### config.mk
export PLATFORM = sky130hd
export DESIGN_NAME = poly_coef_loader_flat
export DESIGN_NICKNAME = d
export VERILOG_FILES = /design/src/rtl/poly_coef_loader_if.sv /design/src/rtl/poly_coef_loader.sv /design/src/flat_wrapper.sv
export SDC_FILE = /design/constraint.sdc
export NUM_CORES = 1
export LEC_CHECK = 0
export BUFFER_PORTS_ARGS = -buffer_cell sky130_fd_sc_hd__buf_2
export CAP_MARGIN = 20
export CORE_ASPECT_RATIO = 0.6
export CORE_UTILIZATION = 35
export CTS_BUF_LIST = sky130_fd_sc_hd__clkbuf_16
export CTS_CLUSTER_DIAMETER = 80
export DETAILED_ROUTE_END_ITERATION = 7
export PLACE_DENSITY_LB_ADDON = 0.08
export SYNTH_ARGS = -nofsm -noshare
export SYNTH_HDL_FRONTEND = slang
export SYNTH_SLANG_ARGS = --single-unit
### constraint.sdc
create_clock -name clk -period 2.8 [get_ports clk]
set_input_delay 0.28 -clock clk [delete_from_list [all_inputs] [get_ports clk]]
set_output_delay 0.28 -clock clk [all_outputs]
set_load 0.1 [all_outputs]
### src/rtl/poly_coef_loader_if.sv
// Coefficient stream in, coefficient RAM write port out, for poly_coef_loader.
// Handshake: a word moves on a rising edge where in_valid && in_ready; in_data must be stable while in_valid is high, and in_ready depends only on loader state, never on in_valid.
interface poly_coef_loader_if #(
  parameter int COEF_W = 13,
  parameter int ADDR_W = 11
);
  logic                     in_valid;
  logic signed [COEF_W-1:0] in_data;
  logic                     in_ready;
  logic                     mem_we;
  logic [ADDR_W-1:0]        mem_addr;
  logic [COEF_W-1:0]        mem_wdata;

  modport master (
    output in_valid, in_data,
    input  in_ready, mem_we, mem_addr, mem_wdata
  );

  modport slave (
    input  in_valid, in_data,
    output in_ready, mem_we, mem_addr, mem_wdata
  );
endinterface

### src/rtl/poly_coef_loader.sv
// Loads P signed coefficients after the clear FSM finishes, freezes each into [0, Q)
// and writes them to the coefficient RAM in address order.
module poly_coef_loader #(
  parameter int P      = 757,
  parameter int Q      = 5167,
  parameter int COEF_W = 13,
  parameter int ADDR_W = 11
) (
  input  logic                clk,
  input  logic                reset,
  input  logic                start,
  input  logic                clear_done,
  poly_coef_loader_if.slave   bus,
  output logic                busy,
  output logic                done,
  output logic                err,
  output logic [1:0]          fsm_state
);

  localparam logic [1:0] S_IDLE     = 2'd0;
  localparam logic [1:0] S_WAIT_CLR = 2'd1;
  localparam logic [1:0] S_LOAD     = 2'd2;
  localparam logic [1:0] S_DONE     = 2'd3;

  localparam int H = (Q - 1) / 2;
  localparam logic signed [COEF_W:0] H_POS = (COEF_W + 1)'(H);
  localparam logic signed [COEF_W:0] H_NEG = -H_POS;
  localparam logic [COEF_W:0]        Q_EXT = (COEF_W + 1)'(Q);
  localparam logic [ADDR_W-1:0]      LAST  = ADDR_W'(P - 1);

  logic [1:0]               state;
  logic [ADDR_W-1:0]        cnt;
  logic                     fire;
  logic signed [COEF_W:0]   data_ext;
  logic [COEF_W:0]          data_sum;
  logic                     in_range;
  logic [COEF_W-1:0]        frozen;

  assign bus.in_ready = (state == S_LOAD);
  assign busy         = (state != S_IDLE);
  assign done         = (state == S_DONE);
  assign fsm_state    = state;
  assign fire         = bus.in_valid && bus.in_ready;

  // Sign-extend by one bit so adding Q to a negative value cannot wrap before truncation.
  assign data_ext = {bus.in_data[COEF_W-1], bus.in_data};
  assign data_sum = data_ext + Q_EXT;
  assign in_range = (data_ext >= H_NEG) && (data_ext <= H_POS);

  always_comb begin
    frozen = '0;
    if (in_range) begin
      if (data_ext[COEF_W]) frozen = data_sum[COEF_W-1:0];
      else                  frozen = bus.in_data;
    end
  end

  always_ff @(posedge clk) begin
    if (reset) begin
      state         <= S_IDLE;
      cnt           <= '0;
      bus.mem_we    <= 1'b0;
      bus.mem_addr  <= '0;
      bus.mem_wdata <= '0;
      err           <= 1'b0;
    end else begin
      bus.mem_we <= 1'b0;
      case (state)
        S_IDLE: begin
          if (start) begin
            state <= S_WAIT_CLR;
            cnt   <= '0;
            err   <= 1'b0;
          end
        end
        S_WAIT_CLR: begin
          if (clear_done) state <= S_LOAD;
        end
        S_LOAD: begin
          if (fire) begin
            bus.mem_we    <= 1'b1;
            bus.mem_addr  <= cnt;
            bus.mem_wdata <= frozen;
            if (!in_range) err <= 1'b1;
            // cnt parks at P-1 so it never leaves the RAM address range.
            if (cnt == LAST) state <= S_DONE;
            else             cnt   <= cnt + ADDR_W'(1);
          end
        end
        S_DONE: begin
          state <= S_IDLE;
        end
        default: begin
          state <= S_IDLE;
        end
      endcase
    end
  end

endmodule

### src/flat_wrapper.sv
// flat-port wrapper written by rule: the top's interface ports become plain ports
module poly_coef_loader_flat 
#(
  parameter int P      = 757,
  parameter int Q      = 5167,
  parameter int COEF_W = 13,
  parameter int ADDR_W = 11
)
  (clk, reset, start, clear_done, busy, done, err, fsm_state, bus_in_valid, bus_in_data, bus_in_ready, bus_mem_we, bus_mem_addr, bus_mem_wdata);
  poly_coef_loader_if #(.COEF_W(COEF_W), .ADDR_W(ADDR_W)) bus_i ();
  input  logic clk;
  input  logic reset;
  input  logic start;
  input  logic clear_done;
  output logic busy;
  output logic done;
  output logic err;
  output logic [1:0] fsm_state;
  input wire logic [$bits(bus_i.in_valid)-1:0] bus_in_valid;
  input wire logic [$bits(bus_i.in_data)-1:0] bus_in_data;
  output wire logic [$bits(bus_i.in_ready)-1:0] bus_in_ready;
  output wire logic [$bits(bus_i.mem_we)-1:0] bus_mem_we;
  output wire logic [$bits(bus_i.mem_addr)-1:0] bus_mem_addr;
  output wire logic [$bits(bus_i.mem_wdata)-1:0] bus_mem_wdata;
  assign bus_i.in_valid = bus_in_valid;
  assign bus_i.in_data = bus_in_data;
  assign bus_in_ready = bus_i.in_ready;
  assign bus_mem_we = bus_i.mem_we;
  assign bus_mem_addr = bus_i.mem_addr;
  assign bus_mem_wdata = bus_i.mem_wdata;
  poly_coef_loader #(.P(P), .Q(Q), .COEF_W(COEF_W), .ADDR_W(ADDR_W)) u_core (.clk(clk), .reset(reset), .start(start), .clear_done(clear_done), .bus(bus_i), .busy(busy), .done(done), .err(err), .fsm_state(fsm_state));
endmodule
=== Word-level counts from Yosys, hierarchy flattened ===
Index checks and enable logic that the tools add are counted.

* $add $sub $neg: 2
* Order comparisons: 2
* Eq/ne operators: 10
* Muxes and demuxes: 16
* Bitwise operators: 1
* Reductions and logical operators: 10

{| class="wikitable"
|+ Operator list
! operator !! count
|-
| $mux 11 || 3
|-
| $mux 13 || 2
|-
| $pmux 11 s2 || 1
|-
| $add 13x13->13 const B || 1
|-
| $ge 13x13->1 const B || 1
|-
| $le 13x13->1 const B || 1
|-
| $ne 2x2->1 const B || 6
|-
| $reduce_and 4->1 || 3
|-
| $add 11x1->11 const B || 1
|-
| $eq 11x10->1 const B || 1
|-
| $mux 2 || 4
|-
| $pmux 2 s4 || 1
|-
| $eq 2x2->1 const B || 2
|-
| $mux 1 || 4
|-
| $reduce_bool 2->1 || 2
|-
| $eq 2x1->1 const B || 1
|-
| $logic_and 1x1->1 || 2
|-
| $logic_not 2->1 || 1
|-
| $pmux 1 s2 || 1
|-
| $reduce_and 2->1 || 1
|-
| $reduce_or 2->1 || 1
|-
| $not 1->1 || 1
|}

* Register bits after elaboration: 39
* Input bits: 18

=== Depth between registers and ports, before layout ===
* Word-level depth: 5
* Gate-level depth with buffers: 9
* Depth with buffers taken out: 7

=== Least setup slack after synthesis ===
OpenSTA, ideal clock, no wires.

* Kind: reg2reg
* Start point: reg u_core.state[1], in the netlist u_core.fsm_state[1]
* End point: reg u_core.cnt[0]
* Setup time: 122 ps
* Data arrival time: 3164 ps
* Path slack: -485 ps
* Cell stages (with the launch flop): 9
* Cells stage by stage: dfxtp_1 ha_1 buf_4 mux2_2 o21ai_2 buf_2 nor3_1 o21ai_0 a21oi_1

* Cells in the longest elaborated chain, start to end: 4

{| class="wikitable"
|+ Ends and longest elaborated chain
! what !! RTL line !! source
|-
| start, declared || poly_coef_loader.sv:31 || <nowiki>logic [1:0] state;</nowiki>
|-
| start signal, assigned || poly_coef_loader.sv:60 || <nowiki>state <= S_IDLE;</nowiki>
|-
| start signal, assigned || poly_coef_loader.sv:71 || <nowiki>state <= S_WAIT_CLR;</nowiki>
|-
| start signal, assigned || poly_coef_loader.sv:77 || <nowiki>if (clear_done) state <= S_LOAD;</nowiki>
|-
| $eq 2x2->1 (*) || poly_coef_loader.sv:39 || <nowiki>assign bus.in_ready = (state == S_LOAD);</nowiki>
|-
| via bus_in_ready || flat_wrapper.sv:21 || <nowiki>output wire logic [$bits(bus_i.in_ready)-1:0] bus_in_ready;</nowiki>
|-
| $logic_and 1x1->1 || poly_coef_loader.sv:43 || <nowiki>assign fire = bus.in_valid && bus.in_ready;</nowiki>
|-
| $ne 2x2->1 (no source line) || n/a ||
|-
| $reduce_and 4->1 (no source line) || n/a ||
|-
| end signal, assigned || poly_coef_loader.sv:87 || <nowiki>else cnt <= cnt + ADDR_W'(1);</nowiki>
|-
| end, declared || poly_coef_loader.sv:32 || <nowiki>logic [ADDR_W-1:0] cnt;</nowiki>
|}

The timed path passes the listed nets; every way through them passes the cells marked *.
A chain may end at the register's enable or synchronous reset.

=== Worst setup path after layout ===
* Start point: reg u_core.state[0], in the netlist u_core.fsm_state[0]
* End point: reg u_core.bus.mem_wdata[8]

* Cells in the longest elaborated chain, start to end: 3

{| class="wikitable"
|+ Ends and longest elaborated chain
! what !! RTL line !! source
|-
| $eq 2x2->1 (*) || poly_coef_loader.sv:39, poly_coef_loader.sv:68 ||
|-
| $logic_and 1x1->1 || poly_coef_loader.sv:43 ||
|-
| $reduce_and 2->1 (no source line) (*) || n/a ||
|-
| end signal, assigned || poly_coef_loader.sv:83 || <nowiki>bus.mem_wdata <= frozen;</nowiki>
|-
| end, declared || poly_coef_loader_if.sv:21 || <nowiki>output in_ready, mem_we, mem_addr, mem_wdata</nowiki>
|}

Every way passes the cells marked *; elsewhere a longest branch is shown, timed or not.

==> flow_metrics.py <==
metrics = {
    "floorplanning": {
        "initial_core_util": 0.375,
        "die_w_um": 103,
        "fp.dieH_um": 62.7,
        "io_pins": 49,
        "design.core.area_um2": 5730,
        "die_area_um2": 6460,
        "rows": 21,
    },
    "placed_design": {
        "dp_hpwl_um": 3750,
        "routabilityCongestion": 0.809,
        "portBuffers": 48,
        "place_ws_ns": 0.859,
        "placed_area_um2": 2400,
        "dp.cells": 361,
    },
    "critical_path": {
        "rrSetupSlack_ns": 0.86,
        "critical_path_class": "flop to flop",
        "worstPathArrival_ns": 2.13,
        "crit_slowest_cell": "or2b_2",
        "end_kind": "flop",
        "start_kind": "flop",
        "timing.critical_path.fanout_max": 13,
        "cp_cell_sequence": "inv_1 -> ha_2 -> and2_2 -> or2b_2 -> o31ai_1",
        "worst-endpoint-required_ns": 2.99,
        "critical_path.max_stage_delay_ns": 0.48,
    },
    "logic_synthesis": {
        "synth_top_area_share": 0.364,
        "synth_area_leaders": "dfxtp_1 36%, nand2_1 6.3%, o31ai_2 5.8%",
        "ys.warnings.count": 0,
        "netlist_instances": 245,
        "synth_top_cell_by_area": "dfxtp_1",
        "syn-num-nets": 272,
        "ys_ff_latch": 39,
        "ys_top_cells_by_count": "39 x dfxtp_1, 36 x nand2_1, 19 x a21oi_1",
        "async_flop_share": 0,
        "yosys.cell_types.count": 46,
        "ys.flop_type": "dfxtp_1",
        "synth_edf_count": 0,
        "yosysSeqAreaShare": 0.364,
        "syn_avg_cell_area_um2": 8.76,
        "netlist_area_um2": 2150,
        "yosysMostFrequentCell": "dfxtp_1",
    },
    "finish": {
        "stdcell_area_um2": 2540,
        "fill_cells": 621,
        "final_cells": 369,
        "n_antenna_cell": 0,
        "layout-drive-gt1-share": 0.280,
        "multi_input_area_um2": 1200,
        "syn2layout_area_growth_pct": 18.4,
        "register_area_um2": 783,
        "fin_nets": 315,
        "fin_util": 0.444,
    },
    "power": {
        "pwr-share-clk": 0.269,
        "pwr-share-seq": 0.311,
        "power_switching_mw": 0.929,
        "powerDensity_nw_per_um2": 795,
        "p_leak_nw": 1.03,
        "combPwrFrac": 0.419,
        "cell_internal_pwr_mw": 1.09,
        "sw_frac_of_total": 0.459,
        "ir_worst_vdd_mv": 0.704,
    },
    "timing": {
        "worstMarginPinSlew_ns": 0.888,
        "setup_violations": 0,
        "fmax_mhz": 516,
        "slew_headroom": 0.406,
        "hold_viol": 0,
        "final.setup_skew_ns": 0.00499,
        "finalMaxSlewViolations": 0,
        "period_needed_ns": 1.94,
        "setup_tns_ns": 0,
        "worst_slack_ns": 0.862,
        "finalCritPeriodShare": 0.692,
        "rsz0062_at_grt": "no",
    },
    "route": {
        "remaining_drc_errors": 0,
        "drtPass1Iterations": 4,
        "vias_per_cell": 4.95,
        "wl_per_cell_um": 14.0,
        "num_vias": 1827,
        "drt_iter0_drc": 117,
        "ant_nets": 0,
        "drt_wl_total_um": 5160,
    },
    "worst_hold_path": {
        "min_path_type": "input pin to flop",
    },
    "clock_network": {
        "cts_resized": 0,
        "postCtsSetupBuffers": 0,
        "cts_buffer_depth": 2,
        "clk_pin_slew_ns": 0.06,
        "h-tree-depth": 2,
        "cts_tree": "built",
        "holdBufCountCts": 0,
        "root_buffer": "clkbuf_16",
        "cts_made_buffers": 5,
        "clkLatencyLatePin_ns": 0.28,
        "cts_sinks": 39,
    },
    "grt": {
        "grt.total_usage": 0.171,
        "grt-ovfl-total": 0,
        "grt_pass1_wl_um": 8230,
        "grt_pass1_vias": 1510,
        "grt_max_degree": 31,
        "grt_antenna_before_repair": 0,
    },
    "job": {
        "max-cap-violations": 0,
    },
    "run_status": {
        "status": "complete, no violations",
    },
}
-- sequential cells by signal, summed over array words and instances (netlist names) --
signal / flops
u_core.bus.mem_addr: 11
u_core.bus.mem_wdata: 13
u_core.bus.mem_we: 1
u_core.cnt: 11
u_core.err: 1
u_core.fsm_state: 2
-- layout make-up --
cell class | count | share of cell area
Clock buffer | 5 | 0.0492
Clock inverter | 3 | 0.00640
Inverter | 15 | 0.0222
Multi-Input combinational cell | 177 | 0.474
Sequential cell | 39 | 0.308
Tap cell | 80 | 0.0394
Timing Repair Buffer | 50 | 0.100
-- power groups by stage --
stage	Clock [mW]	Sequential [mW]	Combinational, mW
6_report	0.544	0.629	0.848
5_1_grt	0.586	0.634	0.898
4_1_cts	0.554	0.629	0.853
3_5_place_dp	0	0.641	0.849
3_3_place_gp	0	0.640	0.852
2_1_floorplan	0	0.876	0.481
-- stage by stage --
stage / power (mW) / hold slack (ns)
2_1_floorplan: 1.36 / 0.453
3_3_place_gp: 1.49 / 0.441
3_5_place_dp: 1.49 / 0.444
4_1_cts: 2.04 / 0.332
5_1_grt: 2.12 / 0.349
6_report: 2.02 / 0.339
-- per-layer routing --
metal	global-route usage	share of wire	vias up
met2	0.183	0.34	62
li1	-	-	932
met5	0	0	-
met1	0.295	0.60	831
met4	0.0423	0.0041	0
met3	0.0582	0.061	2
-- cell families after synthesis --
kind of cell,Yosys count,share of synthesized area
compound gates,50,0.184
xor+xnor,19,0.0775
fa+ha+maj,9,0.0524
buf+inv,29,0.0763
flops,39,0.364
mux,2,0.00991
simple gates,97,0.236
-- path summary, 6_finish.rpt --
kind	start	end	depth (start not counted)
min reg2reg	u_core.bus.mem_addr[10]$_SDFFE_PP0P_	u_core.bus.mem_addr[10]$_SDFFE_PP0P_	2
max reg2reg	u_core.fsm_state[0]$_SDFFE_PP0P_	u_core.bus.mem_wdata[8]$_SDFFE_PP0P_	5
min	bus_in_data[11]	u_core.bus.mem_wdata[12]$_SDFFE_PP0P_	3
max	u_core.fsm_state[0]$_SDFFE_PP0P_	u_core.bus.mem_wdata[8]$_SDFFE_PP0P_	5
-- cells in the final DEF (no fill, tap or decap), types with 2 or more instances in the layout --
cell type,n
xor2_1,6
o21ai_0,6
a21oi_1,19
dfxtp_1,37
and3_1,2
nor2_1,15
nand2_1,36
dfxtp_2,2
nand4_1,3
o31ai_1,2
inv_1,16
a211oi_1,2
nand3_1,8
o31ai_2,10
nand3b_1,12
buf_4,2
clkbuf_16,5
buf_2,48
xnor2_1,13
ha_1,8
o2111ai_1,2
and2_1,2
nor3_1,9
-- critical path, delay by kind of cell, from the launching register on --
family,cells,cell delay [ns]
flip-flops,1,0.34
buffers and inverters,1,0.10
adder cells (fa/ha/maj),1,0.31
AO/OA/AOI/OAI,1,0.28
AND/OR/NAND/NOR,2,0.82
No activity file was read; power rests on OpenSTA's default activity.
